--- config.mk ---
export PLATFORM = sky130hd
export DESIGN_NAME = sr_ff_monitor_flat
export DESIGN_NICKNAME = d
export VERILOG_FILES = /design/src/rtl/sr_ff_monitor_if.sv /design/src/rtl/sr_ff_monitor.sv /design/src/flat_wrapper.sv
export SDC_FILE = /design/constraint.sdc
export NUM_CORES = 1
export LEC_CHECK = 0
export ABC_AREA = 1
export CORE_MARGIN = 2
export CORE_UTILIZATION = 35
export DETAILED_ROUTE_END_ITERATION = 10
export HOLD_SLACK_MARGIN = 0.1
export PLACE_DENSITY = 0.65
export SLEW_MARGIN = 5
export SYNTH_ARGS = -nofsm -noshare
export SYNTH_HDL_FRONTEND = slang
export SYNTH_SLANG_ARGS = --single-unit
--- constraint.sdc ---
create_clock -name clk -period 1.5 [get_ports clk]
set_clock_uncertainty 0.05 [all_clocks]
set_input_delay 0.3 -clock clk [delete_from_list [all_inputs] [get_ports clk]]
set_output_delay 0.3 -clock clk [all_outputs]
set_load 0.05 [all_outputs]
--- src/rtl/sr_ff_monitor_if.sv ---
// Observation bus between an SR flip-flop under test and its monitor.
// The stimulus side drives S/R and the flop drives Q/Q_bar; the monitor only listens.
interface sr_ff_monitor_if;
  logic S;
  logic R;
  logic Q;
  logic Q_bar;

  modport master (output S, output R, output Q, output Q_bar);
  modport slave  (input  S, input  R, input  Q, input  Q_bar);
endinterface

--- src/rtl/sr_ff_monitor.sv ---
// Golden-model checker and excitation decoder for an SR flip-flop observed on sr_ff_monitor_if.
// Latency: class/counters/state at the sampling edge, Q check and excitation one edge later; never stalls.
module sr_ff_monitor #(
  parameter int CNT_W = 8
) (
  input  logic             clk,
  input  logic             rst,
  sr_ff_monitor_if.slave   sr,
  output logic [1:0]       cls,
  output logic             known,
  output logic             err_mismatch,
  output logic             err_compl,
  output logic             err_sticky,
  output logic [CNT_W-1:0] cnt_hold,
  output logic [CNT_W-1:0] cnt_reset,
  output logic [CNT_W-1:0] cnt_set,
  output logic [CNT_W-1:0] cnt_forb,
  output logic             exc_valid,
  output logic             exc_d,
  output logic             exc_t,
  output logic             exc_j,
  output logic             exc_k,
  output logic             exc_s,
  output logic             exc_r
);

  typedef enum logic [1:0] {
    CLS_HOLD  = 2'b00,
    CLS_RESET = 2'b01,
    CLS_SET   = 2'b10,
    CLS_FORB  = 2'b11
  } cls_t;

  typedef enum logic [1:0] {
    ST_UNKNOWN = 2'd0,
    ST_KNOWN   = 2'd1,
    ST_FORBID  = 2'd2
  } state_t;

  localparam logic [CNT_W-1:0] CNT_MAX = {CNT_W{1'b1}};

  cls_t   cur_cls;
  state_t state;
  state_t state_nxt;
  logic   is_hold;
  logic   is_reset;
  logic   is_set;
  logic   is_forb;
  logic   state_known;

  // Pending check armed at edge k and resolved at edge k+1
  logic   exp_d;
  logic   chk_en;
  logic   chk_en_nxt;
  logic   exp_d_nxt;

  // Previous sampled Q, and whether it was sampled after reset
  logic   q_d;
  logic   q_vld;

  assign cur_cls     = cls_t'({sr.S, sr.R});
  assign is_hold     = (cur_cls == CLS_HOLD);
  assign is_reset    = (cur_cls == CLS_RESET);
  assign is_set      = (cur_cls == CLS_SET);
  assign is_forb     = (cur_cls == CLS_FORB);
  assign state_known = (state == ST_KNOWN);
  assign known       = state_known;

  // ---------------------------------------------------------------------------
  // Golden-model state
  // ---------------------------------------------------------------------------
  always_ff @(posedge clk) begin
    if (rst) begin
      state <= ST_UNKNOWN;
    end else begin
      state <= state_nxt;
    end
  end

  always_comb begin
    state_nxt = state;
    case (state)
      ST_UNKNOWN: begin
        if (is_set || is_reset) begin
          state_nxt = ST_KNOWN;
        end else if (is_forb) begin
          state_nxt = ST_FORBID;
        end
      end
      ST_KNOWN: begin
        if (is_forb) begin
          state_nxt = ST_FORBID;
        end
      end
      ST_FORBID: begin
        if (is_set || is_reset) begin
          state_nxt = ST_KNOWN;
        end
      end
      default: begin
        state_nxt = ST_UNKNOWN;
      end
    endcase
  end

  // Hold only arms a check when the prior state is trustworthy; forbidden never does.
  always_comb begin
    chk_en_nxt = 1'b0;
    exp_d_nxt  = sr.Q;
    if (is_set) begin
      chk_en_nxt = 1'b1;
      exp_d_nxt  = 1'b1;
    end else if (is_reset) begin
      chk_en_nxt = 1'b1;
      exp_d_nxt  = 1'b0;
    end else if (is_hold) begin
      chk_en_nxt = state_known;
      exp_d_nxt  = sr.Q;
    end
  end

  // ---------------------------------------------------------------------------
  // Classification and saturating counters
  // ---------------------------------------------------------------------------
  always_ff @(posedge clk) begin
    if (rst) begin
      cls       <= 2'b00;
      cnt_hold  <= '0;
      cnt_reset <= '0;
      cnt_set   <= '0;
      cnt_forb  <= '0;
    end else begin
      cls <= cur_cls;
      if (is_hold && (cnt_hold != CNT_MAX)) begin
        cnt_hold <= cnt_hold + 1'b1;
      end
      if (is_reset && (cnt_reset != CNT_MAX)) begin
        cnt_reset <= cnt_reset + 1'b1;
      end
      if (is_set && (cnt_set != CNT_MAX)) begin
        cnt_set <= cnt_set + 1'b1;
      end
      if (is_forb && (cnt_forb != CNT_MAX)) begin
        cnt_forb <= cnt_forb + 1'b1;
      end
    end
  end

  // ---------------------------------------------------------------------------
  // Response checking
  // ---------------------------------------------------------------------------
  always_ff @(posedge clk) begin
    if (rst) begin
      exp_d        <= 1'b0;
      chk_en       <= 1'b0;
      err_mismatch <= 1'b0;
      err_compl    <= 1'b0;
      err_sticky   <= 1'b0;
    end else begin
      exp_d        <= exp_d_nxt;
      chk_en       <= chk_en_nxt;
      err_mismatch <= chk_en & (sr.Q != exp_d);
      err_compl    <= state_known & (sr.Q == sr.Q_bar);
      err_sticky   <= err_sticky | err_mismatch | err_compl;
    end
  end

  // ---------------------------------------------------------------------------
  // Excitation decode of the q_d -> Q transition
  // ---------------------------------------------------------------------------
  always_ff @(posedge clk) begin
    if (rst) begin
      q_d       <= 1'b0;
      q_vld     <= 1'b0;
      exc_valid <= 1'b0;
      exc_d     <= 1'b0;
      exc_t     <= 1'b0;
      exc_j     <= 1'b0;
      exc_k     <= 1'b0;
      exc_s     <= 1'b0;
      exc_r     <= 1'b0;
    end else begin
      q_d       <= sr.Q;
      q_vld     <= 1'b1;
      exc_valid <= q_vld;
      if (q_vld) begin
        // JK/SR don't-cares are resolved to 0
        exc_d <= sr.Q;
        exc_t <= q_d ^ sr.Q;
        exc_j <= ~q_d & sr.Q;
        exc_k <= q_d & ~sr.Q;
        exc_s <= ~q_d & sr.Q;
        exc_r <= q_d & ~sr.Q;
      end
    end
  end

endmodule

--- src/flat_wrapper.sv ---
// flat-port wrapper written by rule: the top's interface ports become plain ports
module sr_ff_monitor_flat 
#(
  parameter int CNT_W = 8
)
  (clk, rst, cls, known, err_mismatch, err_compl, err_sticky, cnt_hold, cnt_reset, cnt_set, cnt_forb, exc_valid, exc_d, exc_t, exc_j, exc_k, exc_s, exc_r, sr_S, sr_R, sr_Q, sr_Q_bar);
  sr_ff_monitor_if sr_i ();
  input  logic clk;
  input  logic rst;
  output logic [1:0] cls;
  output logic known;
  output logic err_mismatch;
  output logic err_compl;
  output logic err_sticky;
  output logic [CNT_W-1:0] cnt_hold;
  output logic [CNT_W-1:0] cnt_reset;
  output logic [CNT_W-1:0] cnt_set;
  output logic [CNT_W-1:0] cnt_forb;
  output logic exc_valid;
  output logic exc_d;
  output logic exc_t;
  output logic exc_j;
  output logic exc_k;
  output logic exc_s;
  output logic exc_r;
  input wire logic [$bits(sr_i.S)-1:0] sr_S;
  input wire logic [$bits(sr_i.R)-1:0] sr_R;
  input wire logic [$bits(sr_i.Q)-1:0] sr_Q;
  input wire logic [$bits(sr_i.Q_bar)-1:0] sr_Q_bar;
  assign sr_i.S = sr_S;
  assign sr_i.R = sr_R;
  assign sr_i.Q = sr_Q;
  assign sr_i.Q_bar = sr_Q_bar;
  sr_ff_monitor #(.CNT_W(CNT_W)) u_core (.clk(clk), .rst(rst), .sr(sr_i), .cls(cls), .known(known), .err_mismatch(err_mismatch), .err_compl(err_compl), .err_sticky(err_sticky), .cnt_hold(cnt_hold), .cnt_reset(cnt_reset), .cnt_set(cnt_set), .cnt_forb(cnt_forb), .exc_valid(exc_valid), .exc_d(exc_d), .exc_t(exc_t), .exc_j(exc_j), .exc_k(exc_k), .exc_s(exc_s), .exc_r(exc_r));
endmodule
# Word-level counts from Yosys, hierarchy flattened
# Index checks and enable logic that the tools add are counted.
[op_classes]
bitwise_logic = 9
n_eq_ne = 12
n_mux = 10
n_addsub = 4
reduce_logical = 7
[op_table]
columns = ["operator", "count"]
rows = [
  ["adder 8 x 1 -> 8 bit, second input constant", 4],
  ["inequality test 8 bit, second input constant", 4],
  ["equality test 2 bit, second input constant", 3],
  ["two-way mux 1 bit", 6],
  ["two-way mux 2 bit", 3],
  ["one-hot mux 2 bit (3 select lines)", 1],
  ["AND 1 bit", 4],
  ["equality test 2 x 1 -> 1 bit, second input constant", 2],
  ["logical AND 1 bit", 4],
  ["zero test 2 bit", 2],
  ["inequality test 2 x 1 -> 1 bit, second input constant", 1],
  ["inverter 1 bit", 2],
  ["OR 1 bit", 2],
  ["equality test 1 bit", 1],
  ["logical OR 1 bit", 1],
  ["inequality test 1 bit", 1],
  ["bitwise XOR 1 bit", 1],
]
[totals]
regBits = 48

# Depth between registers and ports, before layout
[logic_depth]
ltp_word = 4
ltp_mapped = 9
mapped_depth_nobuf = 8

# Worst setup path after synthesis
# OpenSTA, ideal clock, no wires.
[synth_path]
kind = "reg-to-reg"
startpoint = "reg u_core.cnt_forb[0]"
endpoint = "reg u_core.cnt_forb[0]"
required_time_ps = 1333
setup_time_ps = 117
stages_incl_launch_ff = 7
t_arrival_ps = 1493
path_slack_ps = -160
path_cell_list = "dfxtp_1 ha_1 nand2_1 nor2_1 nand2_4 a21oi_1 nor2_1"
[synth_between]
elab_chain_len = 2
[synth_lines]
columns = ["item", "line", "text"]
rows = [
  ["from (decl)", "sr_ff_monitor.sv:17", "output logic [CNT_W-1:0] cnt_forb,"],
  ["from (signal assigned)", "sr_ff_monitor.sv:144", "cnt_forb <= cnt_forb + 1'b1;"],
  ["parallel branches: the longest is 2 deep, another holds adder 8 x 1 -> 8 bit", "n/a", ""],
]
# Several ways; the timed one is not identified.
# A chain may end at the register's enable or synchronous reset.

# Final worst setup path
[layout_path]
startpoint = "reg u_core.cnt_set[0]"
endpoint = "reg u_core.cnt_set[1]"
[layout_between]
elab_chain_len = 2
[layout_lines]
columns = ["item", "line", "text"]
rows = [
  ["from (decl)", "sr_ff_monitor.sv:16", "output logic [CNT_W-1:0] cnt_set,"],
  ["from (signal assigned)", "sr_ff_monitor.sv:141", "cnt_set <= cnt_set + 1'b1;"],
  ["parallel branches: the longest is 2 deep, another holds adder 8 x 1 -> 8 bit", "n/a", ""],
]
# Several ways; the timed one is not identified.

==> run summary <==
====================================================================================
CP endpoint kind                                                                flop
Relative contribution of the clock network to total power                      0.375
Internal power of the cells                                                0.00223 W
GP Congestion                                                                  0.824
Leakage power figure                                                         1.69 nW
Portion of synthesized cell area occupied by the leading cell type             0.394
Most frequent cell after synthesis                                           nand2_1
Startpoint class of the critical path                                           flop
DRT Pass-1 Iters                                                                   4
Number of max-capacitance violations reported                                      0
Switching Power                                                           0.000774 W
M1 WL                                                                        2250 um
Number of levels in the clock H-tree                                               2
Worst min-delay path category                                           primary input to flop
Clock buffer depth                                                                 2
Maximum fanout along the worst path                                               10
Clock insertion delay at the later pin of the skew report                    0.30 ns
Ratio of final minimum period to clock period                                  0.938
Pins Over Slew Limit                                                               0
Final setup TNS                                                                 0 ns
Wire length on met2                                                          2640 um
Core box area                                                              6760 um^2
Status                                                                  finished clean
Placed Area                                                                3530 um^2
Number of instances on the worst hold path                                         3
Number of primary I/O pins                                                        51
Sinks on Clock Net                                                                48
Shortest period the worst path allows                                        1.41 ns
Die area                                                                   7650 um^2
Logic depth of the worst register-to-register path                                 6
Largest net degree at the start of global routing                                 20
Largest stage delay, worst path                                              0.41 ns
Clock tree from TritonCTS                                                       done
Die span in x                                                                87.5 um
Leading cell types by total area after synthesis                        dfxtp_1 39%, nand2_1 11%, nor2_1 8.2%
DRC Markers                                                                        0
Relative contribution of sequential cells to total power                       0.459
Normalized max-slew margin                                                     0.821
Fraction of final layout cells with drive strength greater than 1              0.235
CP Cell Sequence                                                        ha_1, nand2_1, nor2_2, nand2_4, a21oi_1, nor2_1
Net Sw Frac                                                                    0.258
Via density per instance                                                        4.75
Post-DRT Antenna Nets                                                              0
Combinational share of power                                                   0.167
Final nets                                                                       419
Share of synthesized registers carrying an async set or reset                      0
Data required, critical path                                                 1.65 ns
Worst path slowest cell                                                      dfxtp_2
Count of buffering cells on the critical path with inverters included              0
TritonCTS Buffers                                                                  5
Number of DRC violations after detailed-routing iteration 0                       57
Top FF cell, synth                                                           dfxtp_1
Syn-to-layout area delta                                                       52.0%
Critical path data arrival time                                              1.56 ns
Highest routed layer                                                            met4
Category of the critical setup timing path                              flop to flop
Post-synthesis register bit count                                                 48
Syn Area/Cell                                                              7.05 um^2
Port Buffers                                                                      50
Worst flop-to-flop path startpoint                                      u_core.cnt_set[0]$_SDFFE_PP0P_
Cells after Synth                                                                346
Worst-margin pin slew                                                       0.268 ns
Biggest area consumer among synthesized cells                                dfxtp_1
Die height                                                                   87.5 um
Worst-case register-to-register setup slack                                  0.09 ns
Total routing resource utilization after global routing                        0.142
Pwr Density                                                              810 nW/um^2
Number of synthesized flops with an enable pin                                     0
Achievable frequency                                                       0.711 GHz
YS warnings                                                                        0
Post-synthesis instance area                                               2440 um^2
Via Count                                                                       2298
Min-delay src                                                                   sr_S
Root buffer cell                                                            clkbuf_8
Initial Utilization                                                            0.361
Estimated wirelength of the detail-placed design                             3920 um
Final design utilization                                                       0.549
Final cell area excluding filler cells                                     3710 um^2
Wire length of the first global-routing pass                                 8890 um
Antenna Cells                                                                      0
Final count of hold timing violations                                              0
Cell class contributing the biggest share of worst-path delay           simple AND/OR/NAND/NOR gates
Number of setup buffers added after CTS                                            0
Final Setup Violations                                                             0
Most common library cells after synthesis                               72 x nand2_1, 53 x nor2_1, 52 x inv_1
VDD IR-drop max                                                             0.434 mV
Total congestion overflow after global routing                                     0
Sequential-to-total area share from yosys stat                                 0.394
Sum of routed wire length over all layers                                    5120 um
Filler-free cell count of the finished design                                    484
Endpoint of the worst hold-timing path                                  u_core.cls[1]$_SDFF_PP0_
Number of different library cells in the post-synthesis netlist                   22
Met3 WL                                                                       194 um
Endpoint of the worst-slack reg-to-reg timing path                      u_core.cnt_set[1]$_SDFFE_PP0P_
Vias in the first global route                                                  2164
Wire length per cell                                                         10.6 um
Clk pin slew, worst setup/hold paths                                         0.09 ns
Number of cells after detailed placement                                         476
Initial antenna violation count                                                    0
Net count after synthesis                                                        362
Total number of placement rows                                                    30
====================================================================================
-- cell families (layout without fill, tap and decap cells) --
family                     Yosys count  after routing  synth area share
adders and majority gates           10             10            0.0513
AOI/OAI and AO/OA                   39             39            0.0852
buffers and inverters               63            121             0.113
xor gates and xnor gates             1              1           0.00359
DFF                                 48             48             0.394
and+or+nand+nor                    185            185             0.352
-- what timing repair did --
action | in CTS | in global routing
endpoints found under the setup margin | 3 | 21
resized for setup | 3 | 9
pin swaps | 0 | 1
hold buffers | 0 | 0
-- layout by cell type (no fill, tap or decap), types with 2 or more instances in the layout --
| master | Yosys | final |
|---|---|---|
| a21oi_1 | 27 | 27 |
| ha_4 | 0 | 2 |
| buf_4 | 6 | 9 |
| inv_1 | 52 | 50 |
| o21ai_0 | 6 | 6 |
| nor2_2 | 4 | 5 |
| dfxtp_1 | 48 | 40 |
| dfxtp_2 | 0 | 8 |
| nand2_1 | 72 | 72 |
| nor2_1 | 53 | 51 |
| nand4_1 | 7 | 7 |
| clkdlybuf4s50_1 | 0 | 3 |
| a31oi_1 | 2 | 2 |
| nor2_4 | 8 | 9 |
| nand2_4 | 4 | 4 |
| a21o_1 | 3 | 3 |
| bufinv_16 | 0 | 2 |
| buf_12 | 0 | 47 |
| nand3_1 | 34 | 34 |
| dlymetal6s2s_1 | 0 | 2 |
| nor3_1 | 2 | 2 |
| inv_2 | 0 | 2 |
| ha_1 | 10 | 7 |
| clkbuf_8 | 0 | 5 |
-- worst max path at each step --
stage,from,end,depth (start not counted)
after floorplan,u_core.cnt_set[3]$_SDFFE_PP0P_,u_core.cnt_set[3]$_SDFFE_PP0P_,5
after global placement,sr_R,u_core.cnt_hold[7]$_SDFFE_PP0P_,9
after detailed placement,sr_R,u_core.cnt_hold[7]$_SDFFE_PP0P_,9
after CTS,sr_R,u_core.cnt_set[7]$_SDFFE_PP0P_,9
after global routing,u_core.state[0]$_SDFFE_PP0P_,known,3
final,u_core.cnt_set[0]$_SDFFE_PP0P_,u_core.cnt_set[1]$_SDFFE_PP0P_,6
-- flip-flops by register name (all words and copies together), names as in the netlist --
signal	cells
u_core.cnt_forb	8
u_core.cnt_hold	8
u_core.cnt_reset	8
u_core.cnt_set	8
u_core.cls	2
u_core.state	2
u_core.chk_en	1
u_core.err_compl	1
u_core.err_mismatch	1
u_core.err_sticky	1
u_core.exc_d	1
u_core.exc_r	1
u_core.exc_s	1
u_core.exc_t	1
u_core.exc_valid	1
u_core.exp_d	1
u_core.q_d	1
u_core.q_vld	1
-- tightest hold or removal path: cells and delay by family --
family | cells | cell delay (ns)
buffers and inverters | 2 | 0.28
AND/OR/NAND/NOR | 1 | 0.05
-- through the flow --
stage / worst slack (ns) / hold WS, ns / total power [W]
global placement: -0.280 / 0.372 / 0.00189
global route: -0.0140 / 0.322 / 0.00314
floorplan: 0.0190 / 0.340 / 0.00166
CTS: 0.0160 / 0.401 / 0.00305
detailed placement: -0.349 / 0.377 / 0.00190
finish: 0.0936 / 0.315 / 0.00300
-- power groups by stage --
stage	registers [W]	clock network, W	logic, W
after floorplan	0.00149	0	0.000169
final	0.00138	0.00112	0.000501
after CTS	0.00138	0.00117	0.000499
after detailed placement	0.00141	0	0.000495
after global routing	0.00138	0.00122	0.000539
after global placement	0.00140	0	0.000489
-- layout make-up --
class | instances | area [um^2]
Sequential cell | 48 | 971
Fill cell | 610 | 3050
Tap cell | 80 | 100
Timing Repair Buffer | 61 | 1060
Clock inverter | 3 | 68.8
Multi-Input combinational cell | 235 | 1240
Inverter | 52 | 195
Clock buffer | 5 | 68.8
-- per-layer routing --
metal	GRT usage	up-vias
met5	0	-
met3	0.0427	5
met1	0.162	1057
met2	0.258	37
met4	0.0336	0
li1	-	1199
Power figures use the tool's default switching activity.
